===== src/rtl/instr_fetch_decode.sv =====
// Fetch/decode sequencer for the 4-bit datapath. It fetches 8-bit words over
// a req/ack handshake, decodes them, and issues gated one-cycle control words
// over a valid/ready handshake. It also handles NOP, JMP, HALT and illegal
// opcodes internally.
module instr_fetch_decode #(
   parameter int DATA_W = 4,
   parameter int PC_W   = 3
) (
   input  logic              clock,
   input  logic              reset_n,
   input  logic              run,
   output logic              imem_req,
   output logic [PC_W-1:0]   imem_addr,
   input  logic              imem_ack,
   input  logic [7:0]        imem_data,
   output logic              issue_valid,
   input  logic              issue_ready,
   output logic [1:0]        Tx,
   output logic [1:0]        Ty,
   output logic [1:0]        Tz,
   output logic              Talu,
   output logic [DATA_W-1:0] valueMemory,
   output logic [PC_W-1:0]   pc,
   output logic              halted,
   output logic              illegal
);

   localparam logic [1:0] C_HOLD  = 2'b00;
   localparam logic [1:0] C_LOAD  = 2'b01;
   localparam logic [1:0] C_CLEAR = 2'b10;

   typedef enum logic [2:0] {
      S_IDLE, S_FETCH, S_DECODE, S_ISSUE, S_HALTED
   } state_t;

   state_t              r_state;
   state_t              w_state_next;
   logic [7:0]          r_instr;
   logic [PC_W-1:0]     r_pc;
   logic [1:0]          r_tx, r_ty, r_tz;
   logic                r_talu;
   logic [DATA_W-1:0]   r_val;
   logic                r_illegal;

   logic [3:0]          w_opcode;
   logic [3:0]          w_imm;
   logic [1:0]          w_dec_tx, w_dec_ty, w_dec_tz;
   logic                w_dec_talu;
   logic                w_fire;

   assign w_opcode = r_instr[7:4];
   assign w_imm    = r_instr[3:0];
   assign w_fire   = (r_state == S_ISSUE) && issue_ready;

   // State register
   always_ff @(posedge clock or negedge reset_n) begin
      if (!reset_n) r_state <= S_IDLE;
      else          r_state <= w_state_next;
   end

   // Next-state logic; NOP, JMP and illegal words go straight back to FETCH
   always_comb begin
      w_state_next = r_state;
      case (r_state)
         S_IDLE:   if (run) w_state_next = S_FETCH;
         S_FETCH:  if (imem_ack) w_state_next = S_DECODE;
         S_DECODE: begin
            case (w_opcode)
               4'h1, 4'h2, 4'h3, 4'h4, 4'h5: w_state_next = S_ISSUE;
               4'h7:                         w_state_next = S_HALTED;
               default:                      w_state_next = S_FETCH;
            endcase
         end
         S_ISSUE:  if (issue_ready) w_state_next = S_FETCH;
         S_HALTED: w_state_next = S_HALTED;
         default:  w_state_next = S_IDLE;
      endcase
   end

   // Opcode decode into a control word; fields not named by the opcode stay HOLD
   always_comb begin
      w_dec_tx   = C_HOLD;
      w_dec_ty   = C_HOLD;
      w_dec_tz   = C_HOLD;
      w_dec_talu = 1'b0;
      case (w_opcode)
         4'h1: w_dec_tx = C_LOAD;
         4'h2: w_dec_ty = C_LOAD;
         4'h3: begin
            w_dec_ty   = C_LOAD;
            w_dec_talu = 1'b1;
         end
         4'h4: w_dec_tz = C_LOAD;
         4'h5: begin
            w_dec_tx = C_CLEAR;
            w_dec_ty = C_CLEAR;
            w_dec_tz = C_CLEAR;
         end
         default: ;
      endcase
   end

   // Datapath: instruction latch, control word, immediate, pc and sticky illegal
   always_ff @(posedge clock or negedge reset_n) begin
      if (!reset_n) begin
         r_instr   <= 8'h00;
         r_pc      <= '0;
         r_tx      <= C_HOLD;
         r_ty      <= C_HOLD;
         r_tz      <= C_HOLD;
         r_talu    <= 1'b0;
         r_val     <= '0;
         r_illegal <= 1'b0;
      end else begin
         if (r_state == S_FETCH && imem_ack) r_instr <= imem_data;
         if (r_state == S_DECODE) begin
            r_tx   <= w_dec_tx;
            r_ty   <= w_dec_ty;
            r_tz   <= w_dec_tz;
            r_talu <= w_dec_talu;
            if (w_opcode == 4'h1) r_val <= DATA_W'(w_imm);
            if (w_opcode[3])      r_illegal <= 1'b1;
            if (w_opcode == 4'h6)
               r_pc <= PC_W'(w_imm);
            else if (w_opcode == 4'h0 || w_opcode[3])
               r_pc <= r_pc + 1'b1;
         end
         if (w_fire) r_pc <= r_pc + 1'b1;
      end
   end

   // Outputs; control codes are visible only in the accepting cycle
   always_comb begin
      imem_req    = (r_state == S_FETCH);
      imem_addr   = r_pc;
      issue_valid = (r_state == S_ISSUE);
      Tx          = w_fire ? r_tx   : C_HOLD;
      Ty          = w_fire ? r_ty   : C_HOLD;
      Tz          = w_fire ? r_tz   : C_HOLD;
      Talu        = w_fire ? r_talu : 1'b0;
      valueMemory = r_val;
      pc          = r_pc;
      halted      = (r_state == S_HALTED);
      illegal     = r_illegal;
   end

endmodule


===== config.mk =====
export PLATFORM = sky130hd
export DESIGN_NAME = instr_fetch_decode
export DESIGN_NICKNAME = d
export VERILOG_FILES = /design/src/rtl/instr_fetch_decode.sv
export SDC_FILE = /design/constraint.sdc
export NUM_CORES = 1
export LEC_CHECK = 0
export CAP_MARGIN = 30
export CORE_MARGIN = 2
export CORE_UTILIZATION = 35
export DETAILED_ROUTE_END_ITERATION = 7
export GPL_ROUTABILITY_DRIVEN = 0
export MAX_ROUTING_LAYER = met4
export PLACE_DENSITY = 0.59
export SYNTH_ARGS = -nofsm -noshare
export SYNTH_HDL_FRONTEND = slang
export SYNTH_SLANG_ARGS = --single-unit

===== constraint.sdc =====
create_clock -name clock -period 2.3 [get_ports clock]
set_clock_uncertainty 0.15 [all_clocks]
set_input_delay 0.23 -clock clock [delete_from_list [all_inputs] [get_ports clock]]
set_output_delay 0.23 -clock clock [all_outputs]
set_load 0.1 [all_outputs]

# After elaboration in Yosys (flattened, before gate mapping)
# Cells that the tools add are included.
# classes
add_sub_neg,1
eq_ne,14
muxes,17
n_reduce_logical,13
# op_table
cell,n
$mux W3,7
$eq A4 B3 Y1 const B,4
$pmux W3 S5,1
$pmux W2 S2,3
$eq A4 B2 Y1 const B,2
$eq A3 B2 Y1 const B,2
$mux W2,3
$pmux W3 S2,1
$reduce_and A2 Y1,3
$reduce_or A5 Y1,1
$eq A4 B1 Y1 const B,1
$logic_not A4 Y1,1
$ne A2 B1 Y1 const B,2
$add A3 B1 Y3 const B,1
$eq A3 B1 Y1 const B,1
$eq A3 B3 Y1 const B,1
$logic_not A3 Y1,1
$reduce_and A3 Y1,1
$reduce_bool A3 Y1,1
$logic_and A1 B1 Y1,2
$mux W1,2
$ne A2 B2 Y1 const B,1
$reduce_bool A2 Y1,1
$reduce_or A2 Y1,1
$logic_or A1 B1 Y1,1
# totals
register_bits,26
inputBits,13
out_inout_bits,21
word_cells,54

# Logic depth before layout (Yosys ltp)
# depth
depth_word,6
mapped_depth,5
mapped_depth_nobuf,4

# Worst setup path after synthesis
# OpenSTA, ideal clock, no wires.
# synth_timing
path_type,register -> register
startpoint,register r_state[1]
endpoint,register r_instr[0]
setup_time_ns,0.128
arrival_time_ns,2.546
t_required_ns,2.022
setup_slack_ns,-0.524
stages_incl_launch_ff,6
n_path_buf,2
period_less_slack_ns,2.824
path_cell_list,dfrtp_1 -> buf_2 -> nor3b_2 -> and2_1 -> buf_2 -> mux2_1
# synth_via
elab_chain_len,2
# synth_rtl
item,line_no,text
from (decl),36,state_t r_state;
from (signal assigned),58,else r_state <= w_state_next;
$eq A3 B1 Y1,-,
net imem_req,12,"output logic imem_req,"
$logic_and A1 B1 Y1,115,if (r_state == S_FETCH && imem_ack) r_instr <= imem_data;
to (signal assigned),115,
to (decl),38,logic [7:0] r_instr;
# The timed path passes the listed nets, and every way through them passes these cells.
# A chain may end at the register's enable or synchronous reset.

# Worst setup path after layout
# layout_timing
startpoint,register r_state[1]
endpoint,output port Tz[1]
# layout_via
elab_chain_len,3
# layout_rtl
item,line_no,text
$eq A3 B2 Y1,53,assign w_fire = (r_state == S_ISSUE) && issue_ready;
$logic_and A1 B1 Y1,53,
$mux W2,139,Tz = w_fire ? r_tz : C_HOLD;
to (decl),20,"output logic [1:0] Tz,"
# Every way passes these cells.

==> results_dict.tcl <==
set metrics [dict create \
    reg2reg_slack_ps 320 \
    yosysMostFrequentCell "dfrtp_1" \
    cts_made_buffers 3 \
    postPlaceCellArea_sq_mm 0.00172 \
    setup_violations 0 \
    syn-num-nets 129 \
    die_w_um 65.1 \
    avgViaCountPerCell 4.92 \
    cp_num_cells 3 \
    dp_cells 187 \
    hold_viol 0 \
    endpoint "Tz[1]" \
    cp_cell_sequence "and4b_1 > and2_2 > buf_12" \
    synth_top_family_by_area "simple AND/OR/NAND/NOR gates" \
    crit_arrival_ps 1740 \
    io_pins 34 \
    post_cts_resized 0 \
    initial_utilization_pct 35.9 \
    nets 158 \
    num_antenna_cells 0 \
    grt_pass1_vias 964 \
    place_hpwl_um 1820 \
    crit_path_start "r_state[1]" \
    cts_tree "done" \
    synth.area.mux_share_pct 13.4 \
    antenna_found_initial 0 \
    worstSetupPathType "flip-flop to primary output" \
    cts_setup_buffers 0 \
    drv_slew 0 \
    critPathMaxStageDelay_ps 620 \
    synth-compound-area-share_pct 8.82 \
    synth_edf_count 0 \
    cp_top_family "simple AND/OR/NAND/NOR gates" \
    synth_fa_ha_area_share_pct 0.959 \
    period_share_pct 92.2 \
    grt_setup_unrepaired "false" \
    cp-end-kind "primary output" \
    ys_types 35 \
    wl_per_cell_um 12.5 \
    yosys.area_share.simple_pct 21.9 \
    routed_wl_um 2390 \
    core_sq_mm 0.00363 \
    fin_crit_ps 2120 \
    syn_to_final_growth_pct 35.6 \
    cts-root-buf "clkbuf_8" \
    drc 0 \
    synth-main-ff-cell "dfrtp_1" \
    slew_headroom_pct 70.6 \
    hold_buffers 0 \
    final_cell_area_sq_mm 0.00177 \
    worstMarginPinSlew_ps 442 \
    crit_path_max_fanout 13 \
    yosysTopAreaCell "dfrtp_1" \
    outcome "completed" \
    cp.buffers_inverters 1 \
    antenna_left 0 \
    cap_violations 0 \
    dieHeight_um 65.1 \
    clk_pin_slew_ps 90 \
    fillers 343 \
    synth_xor_area_share_pct 0.671 \
    rr_worst_depth 4 \
    synthCells 115 \
    r2r-end "imem_addr[2]" \
    critPathLaunchType "flip-flop" \
    required_ps 1920 \
    drt-initial-drc-count 27 \
    fmax_ghz 0.472 \
    drtPass1Iterations 4 \
    synth_seq_cells 25 \
    yosysSeqAreaShare_pct 47.9 \
    drive_gt1_share_pct 25.9 \
    synthArstFlopShare_pct 100 \
    insertion_delay_ps 270 \
    htreeDepth 1 \
    slowest_stage "dfrtp_1" \
    r2r_start "r_state[0]" \
    track_usage_pct 13.4 \
    grt_pass1_wl_um 4330 \
    numPortBuffers 33 \
    yosysTopAreaCellShare_pct 47.9 \
    syn_area_per_cell_sq_um 11.3 \
    synthesis.area_sq_mm 0.00131 \
    hold_class "input port to asynchronous set/reset pin" \
    grt_overflow 0 \
    synthTopCellsByCount "25 x dfrtp_1, 12 x mux2_1, 12 x nand2_1" \
    numClockSinks 25 \
    dieArea_sq_mm 0.00423 \
    clk_path_buf_depth 2 \
    grt_max_degree 26 \
    num_rows 22 \
    stdcell_count 191 \
    vias 939 \
    yosysWarnings 0 \
    yosys-top-cells-area "dfrtp_1 48%, mux2_1 10%, nand2_1 3.5%, and2_1 3.4%, mux2i_1 3.1%" \
]
## flip-flops by register name, indices dropped and copies added, names as in the netlist
register	cells
r_instr	8
valueMemory	4
imem_addr	3
r_state	3
r_tx	2
r_ty	2
illegal	1
r_talu	1
r_tz	1
## per-layer routing
layer	part of all wire [%]	global-route usage [%]	vias to the layer above
li1	-	-	456
met1	46	17.1	452
met2	48	21.9	29
met3	5.6	2.26	2
met4	0.33	3.91	0
met5	0	-	-
## metrics by stage
step	hold WS (ps)	worst slack [ps]	setup TNS [ps]	util, %
4_1_cts	172	142	0	48.7
5_1_grt	202	18.4	0	48.7
3_5_place_dp	306	267	0	47.3
3_3_place_gp	302	308	0	47.3
2_1_floorplan	-216	-32.4	-259	-
6_report	161	179	0	48.7
## area by class of cell
class | count | area, sq um | share of cell area, %
Sequential cell | 25 | 626 | 35.4
Inverter | 1 | 3.75 | 0.212
Multi-Input combinational cell | 77 | 604 | 34.2
Clock buffer | 3 | 41.3 | 2.33
Tap cell | 48 | 60.1 | 3.39
Clock inverter | 1 | 8.76 | 0.495
Timing Repair Buffer | 36 | 425 | 24.0
## cells by family after synthesis
| group | Yosys count |
|---|---|
| and+or+nand+nor | 43 |
| DFF | 25 |
| AOI/OAI and AO/OA | 16 |
| buffers and inverters | 13 |
| adders and majority gates | 1 |
| xor gates and xnor gates | 1 |
| muxes | 16 |
## layout by cell type, fill, tap and decap left out, types with 2 or more instances in the layout
cell type / netlist / routed
a211oi_1: 2 / 2
a21oi_1: 3 / 3
and2_1: 7 / 6
buf_12: 0 / 10
buf_4: 5 / 14
clkbuf_8: 0 / 3
clkdlybuf4s50_1: 0 / 12
dfrtp_1: 25 / 25
mux2_1: 12 / 12
mux2i_1: 4 / 4
nand2_1: 12 / 12
nand2b_1: 3 / 3
nand4b_1: 2 / 2
nor2_1: 5 / 5
o21ai_1: 5 / 5
o31ai_1: 2 / 2
## worst min path at each step
stage	start	to	cells past startpoint
after global placement	r_tx[1]	r_tx[1]	2
after CTS	reset_n	valueMemory[3]	2
after floorplan	reset_n	illegal	0
after detailed placement	r_ty[1]	r_ty[1]	2
final	reset_n	valueMemory[3]	2
after global routing	reset_n	valueMemory[3]	2
Power is not shown: default switching activity piles up to over one toggle a cycle in this logic, so the estimate is an artifact.
